## src/rtl/display_arbiter_if.sv

```systemverilog
// Requester/display bundle for display_arbiter.
// slave = arbiter side, master = requester/display side.
interface display_arbiter_if #(
  parameter int N_SRC = 4
);
  localparam int SW = (N_SRC > 1) ? $clog2(N_SRC) : 1;

  logic [N_SRC-1:0]    req;
  logic [24*N_SRC-1:0] value;
  logic                freeze;
  logic [N_SRC-1:0]    gnt;
  logic [23:0]         disp_bin;
  logic [SW-1:0]       disp_src;
  logic                disp_valid;

  modport slave (
    input  req, value, freeze,
    output gnt, disp_bin, disp_src, disp_valid
  );

  modport master (
    output req, value, freeze,
    input  gnt, disp_bin, disp_src, disp_valid
  );
endinterface

```

## src/rtl/display_arbiter.sv

```systemverilog
// Round-robin time-sharing of the 6-digit display between N_SRC requesters.
// Optional DISPLAY_ARBITER_LIVE_EN: owner's value tracked live while shown.
module display_arbiter #(
  parameter int N_SRC        = 4,
  parameter int DWELL_CYCLES = 50000000,
  parameter int CNT_W        = 26
) (
  input logic             clk,
  input logic             rst_n,
  display_arbiter_if.slave bus
);
  localparam int SW = (N_SRC > 1) ? $clog2(N_SRC) : 1;

  localparam logic [0:0] IDLE = 1'b0;
  localparam logic [0:0] SHOW = 1'b1;

  logic [0:0]       state_q, state_d;
  logic [CNT_W-1:0] cnt_q, cnt_d;
  logic [SW-1:0]    last_q, last_d;
  logic [SW-1:0]    src_q, src_d;
  logic [23:0]      bin_q, bin_d;
  logic             valid_q, valid_d;
  logic [N_SRC-1:0] gnt_q, gnt_d;

  logic [23:0]   vals [N_SRC];
  logic          win_ok;
  logic [SW-1:0] win_idx;
  logic          expired;
  logic          capture;

  always_comb begin
    for (int i = 0; i < N_SRC; i++) begin
      vals[i] = bus.value[24*i +: 24];
    end
  end

  // Rotating scan starting just after the last owner.
  always_comb begin
    int k;
    win_ok  = 1'b0;
    win_idx = '0;
    k       = 0;
    for (int i = 1; i <= N_SRC; i++) begin
      k = (int'(last_q) + i) % N_SRC;
      if (!win_ok && bus.req[SW'(k)]) begin
        win_ok  = 1'b1;
        win_idx = SW'(k);
      end
    end
  end

  assign expired = (cnt_q == '0);
  assign capture = win_ok &&
    ((state_q == IDLE) || (expired && !bus.freeze));

  always_comb begin
    state_d = state_q;
    cnt_d   = cnt_q;
    last_d  = last_q;
    src_d   = src_q;
    bin_d   = bin_q;
    valid_d = valid_q;
    gnt_d   = '0;

    case (state_q)
      SHOW: begin
`ifdef DISPLAY_ARBITER_LIVE_EN
        bin_d = vals[src_q];
`endif
        if (!expired) begin
          cnt_d = cnt_q - 1'b1;
        end else if (!bus.freeze && !win_ok) begin
          state_d = IDLE;
          valid_d = 1'b0;
        end
      end
      default: ;
    endcase

    if (capture) begin
      state_d = SHOW;
      cnt_d   = CNT_W'(DWELL_CYCLES - 1);
      last_d  = win_idx;
      src_d   = win_idx;
      bin_d   = vals[win_idx];
      valid_d = 1'b1;
      gnt_d   = N_SRC'(1) << win_idx;
    end
  end

  always_ff @(posedge clk or negedge rst_n) begin
    if (!rst_n) begin
      state_q <= IDLE;
      cnt_q   <= '0;
      last_q  <= SW'(N_SRC - 1);
      src_q   <= '0;
      bin_q   <= '0;
      valid_q <= 1'b0;
      gnt_q   <= '0;
    end else begin
      state_q <= state_d;
      cnt_q   <= cnt_d;
      last_q  <= last_d;
      src_q   <= src_d;
      bin_q   <= bin_d;
      valid_q <= valid_d;
      gnt_q   <= gnt_d;
    end
  end

  assign bus.gnt        = gnt_q;
  assign bus.disp_bin   = bin_q;
  assign bus.disp_src   = src_q;
  assign bus.disp_valid = valid_q;
endmodule

```

## src/flat_wrapper.sv

```systemverilog
// flat-port wrapper written by rule: the top's interface ports become plain ports
module display_arbiter_flat 
#(
  parameter int N_SRC        = 4,
  parameter int DWELL_CYCLES = 50000000,
  parameter int CNT_W        = 26
)
  (clk, rst_n, bus_req, bus_value, bus_freeze, bus_gnt, bus_disp_bin, bus_disp_src, bus_disp_valid);
  display_arbiter_if #(.N_SRC(N_SRC)) bus_i ();
  input logic clk;
  input logic rst_n;
  input wire logic [$bits(bus_i.req)-1:0] bus_req;
  input wire logic [$bits(bus_i.value)-1:0] bus_value;
  input wire logic [$bits(bus_i.freeze)-1:0] bus_freeze;
  output wire logic [$bits(bus_i.gnt)-1:0] bus_gnt;
  output wire logic [$bits(bus_i.disp_bin)-1:0] bus_disp_bin;
  output wire logic [$bits(bus_i.disp_src)-1:0] bus_disp_src;
  output wire logic [$bits(bus_i.disp_valid)-1:0] bus_disp_valid;
  assign bus_i.req = bus_req;
  assign bus_i.value = bus_value;
  assign bus_i.freeze = bus_freeze;
  assign bus_gnt = bus_i.gnt;
  assign bus_disp_bin = bus_i.disp_bin;
  assign bus_disp_src = bus_i.disp_src;
  assign bus_disp_valid = bus_i.disp_valid;
  display_arbiter #(.N_SRC(N_SRC), .DWELL_CYCLES(DWELL_CYCLES), .CNT_W(CNT_W)) u_core (.clk(clk), .rst_n(rst_n), .bus(bus_i));
endmodule
```

## config.mk

```make
export PLATFORM = sky130hd
export DESIGN_NAME = display_arbiter_flat
export DESIGN_NICKNAME = d
export VERILOG_FILES = /design/src/rtl/display_arbiter_if.sv /design/src/rtl/display_arbiter.sv /design/src/flat_wrapper.sv
export SDC_FILE = /design/constraint.sdc
export NUM_CORES = 1
export LEC_CHECK = 0
export CAP_MARGIN = 20
export CORE_ASPECT_RATIO = 1.2
export CORE_UTILIZATION = 46
export DETAILED_ROUTE_END_ITERATION = 10
export PLACE_DENSITY_LB_ADDON = 0.08
export SETUP_SLACK_MARGIN = 0.3
export SLEW_MARGIN = 5
export SYNTH_ARGS = -nofsm -noshare
export SYNTH_HDL_FRONTEND = slang
export SYNTH_SLANG_ARGS = --single-unit
export TNS_END_PERCENT = 50
```

## constraint.sdc

```tcl
create_clock -name clk -period 2.89 [get_ports clk]
set_clock_uncertainty 0.15 [all_clocks]
set_input_delay 0.578 -clock clk [delete_from_list [all_inputs] [get_ports clk]]
set_output_delay 0.578 -clock clk [all_outputs]
set_load 0.1 [all_outputs]
```

==> metrics.json <==
{
  "synth.top_cell.area_share_pct": 36.6,
  "timing.critical_path.from": "bus_req[1]",
  "synth_edf_count": 0,
  "numClockSinks": 60,
  "antenna-diode-count": 0,
  "final-seq-area_mm2": 0.00150,
  "antenna_found_initial": 0,
  "placed_cells_incl_taps": 667,
  "die_area_mm2": 0.00900,
  "routed_wirelength_um": 12600,
  "timing.final.crit_period_ps": 2520,
  "report.final.hold_viol_count": 0,
  "synth_warnings": 0,
  "io_buffers": 133,
  "critPathKind": "input pin to flop",
  "global_route.usage.total_pct": 29.9,
  "clk_transition_reported_paths_ps": 70,
  "post_synth_inst_count": 431,
  "run_status": "completed",
  "cts_made_buffers": 9,
  "floorplan.die.height_um": 104,
  "netlist-cell-type-count": 57,
  "maxCapViolCount": 0,
  "cp-end-kind": "flop",
  "ios": 134,
  "overall_overflow_remaining_after_global_route": 0,
  "fp-row-count": 36,
  "synth_fp_nets": 535,
  "max-clock-path-buffers": 2,
  "max_freq_mhz": 396,
  "number_of_global_route_vias_before_repair": 4148,
  "post-route-period-util_pct": 87.3,
  "critPathLaunchType": "input pin",
  "final_hpwl_from_detailed_placement_um": 9360,
  "max-vdd-ir-drop_mv": 0.270,
  "static-leakage-power_uw": 0.00227,
  "num_vias": 4093,
  "final_nets": 673,
  "grt_pass1_wl_um": 20800,
  "slew_viol_final": 0,
  "multi_input_comb_area_mm2": 0.00230,
  "layout-drive-gt1-share_pct": 17.8,
  "min-delay-path-class": "input pin to asynchronous set/reset pin",
  "drt-vias-per-instance": 5.95,
  "setup-violations-final": 0,
  "drc": 0,
  "synth-async-reset-ratio_pct": 100,
  "tritoncts": "yes",
  "final-instance-count-excl-fill": 688,
  "hold_slack_ps": 114,
  "timing.critical_path.arrival_ps": 2610,
  "chipWidth_um": 86.8,
  "drt-initial-drc-count": 204,
  "synth.yosys.seq_area_share_pct": 37.9,
  "worstSkewPairLatency_ps": 360,
  "rsz0062_at_grt": "true",
  "firstDrtPassIters": 5,
  "ctsRootBufferMaster": "clkbuf_8",
  "max_slew.worst_pin.slew_ps": 722,
  "crit_path_max_fanout": 6,
  "powerDensity_mw_per_mm2": 571,
  "maxSlewHeadroom_pct": 51.9,
  "synth_area_per_cell_um2": 9.20,
  "cts.htree.levels": 3,
  "final.fill_count": 646,
  "synth_top_flop_cell": "dfrtp_1",
  "grt_max_degree": 38,
  "core_area_mm2": 0.00824,
  "ys_top_cells_by_area": "dfrtp_1, a221oi_1, and2_1, o31ai_1, o21ai_0",
  "r2r-start": "u_core.cnt_q[11]",
  "synth_area_mm2": 0.00397,
  "areaGrowthSynthToFinish_pct": 46.6,
  "start_util_pct": 48.1,
  "timing.reg2reg.worst_path_depth": 5,
  "postRouteAntennaNets": 0,
  "ys_ff_latch": 60,
  "critical_path_required_ps": 2980,
  "synth.largest_area_cell": "dfrtp_1",
  "drt-wirelength-per-cell_um": 18.4,
  "gpl.final_weighted_congestion": 0.919
}
## sequential cells by signal (all words and copies together) (netlist names)
signal                 cells
u_core.state_q             1
u_core.bus.disp_valid      1
u_core.bus.disp_src        2
u_core.bus.disp_bin       24
u_core.cnt_q              26
u_core.last_q              2
u_core.bus.gnt             4
## report_power, final
part           leakage (uW)  total [uW]  switching (uW)  internal (uW)
clock              0.000131        1030             348            685
combinational       0.00142        1190             716            473
sequential         0.000720        1090             138            957
## Yosys cell counts, types with 4 or more instances
library cell  instances
nor2_1               18
or4_1                 5
xor2_1                6
o31ai_1              27
o21ai_1              13
xnor2_1               4
clkbuf_1             29
nand2_1              24
or3_1                 4
o21ai_0              23
a21oi_1              10
nor3_1               11
a221oi_1             47
nor4_1               10
nor4_4                4
and2_1               50
and3_1                4
nand3_1              11
buf_2                 6
nand4_1               4
a21o_1                4
inv_1                 5
dfrtp_1              58
## worst paths after layout
| path | endpoint | slack [ps] |
|---|---|---|
| setup / recovery | u_core.cnt_q[22] | 370 |
| hold / removal | u_core.cnt_q[4] | 110 |
| setup reg to reg | u_core.bus.disp_src[0] | 410 |
| hold reg to reg | u_core.bus.disp_src[1] | 360 |
| max in group asynchronous | u_core.last_q[1] | 1750 |
| min in group clk | u_core.bus.disp_src[1] | 360 |
## stage by stage
stage / utilization [%] / worst slack [ps] / setup TNS [ps] / total power, uW / cell area, um2
global route: 70.5 / 289 / 0 / 3480 / 5810
floorplan: - / 622 / 0 / 1860 / 3970
CTS: 69.7 / 333 / 0 / 3310 / 5750
finish: 70.5 / 368 / 0 / 3320 / 5810
global placement: 66.3 / -7.01 / -24.5 / 2260 / 5470
detailed placement: 66.5 / -19.9 / -24.7 / 2280 / 5480
## timing repair
item,CTS,global route
hold buffers,0,0
buffers inserted,0,5
setup endpoints to repair,0,27
resized for setup,0,5
## cell families (layout without fill, tap and decap cells)
logic type,Yosys count,in the layout,synth area share (%)
xor+xnor,10,10,2.21
mux,4,4,1.07
simple gates,162,162,25.5
fa+ha+maj,1,1,0.316
buf+inv,44,187,4.92
flops,60,60,37.9
compound gates,150,150,28.1
## placed cells by master, fill, tap and decap left out, types with 11 or more instances in the layout
master / netlist / final
clkdlybuf4s50_1: 0 / 101
dfrtp_1: 58 / 58
buf_4: 0 / 56
and2_1: 50 / 50
a221oi_1: 47 / 47
o31ai_1: 27 / 26
nand2_1: 24 / 24
o21ai_0: 23 / 22
nor2_1: 18 / 18
o21ai_1: 13 / 13
nor3_1: 11 / 11
nand3_1: 11 / 11
## metal layers
| metal | track usage (%) | part of all wire (%) |
|---|---|---|
| met1 | 35.7 | 38 |
| met2 | 50.2 | 53 |
| met3 | 7.89 | 6.2 |
| met4 | 12.9 | 2.5 |
| met5 | 0 | 0 |
## worst max-delay path: stages
cell,delay (ps)
clkdlybuf4s50_1,660
nor4_4,120
o211a_1,260
a21o_2,260
buf_4,140
o41a_1,300
a211o_1,280
## cell type report
cell class                 instances  area share [%]
clock inverter                     4            2.07
inverter                           5           0.323
clock buffer                      12            2.50
sequential                        60            25.9
tap                              114            2.45
timing repair buffer             166            27.2
multi-input combinational        327            39.5
(Power assumes the default switching activity.)
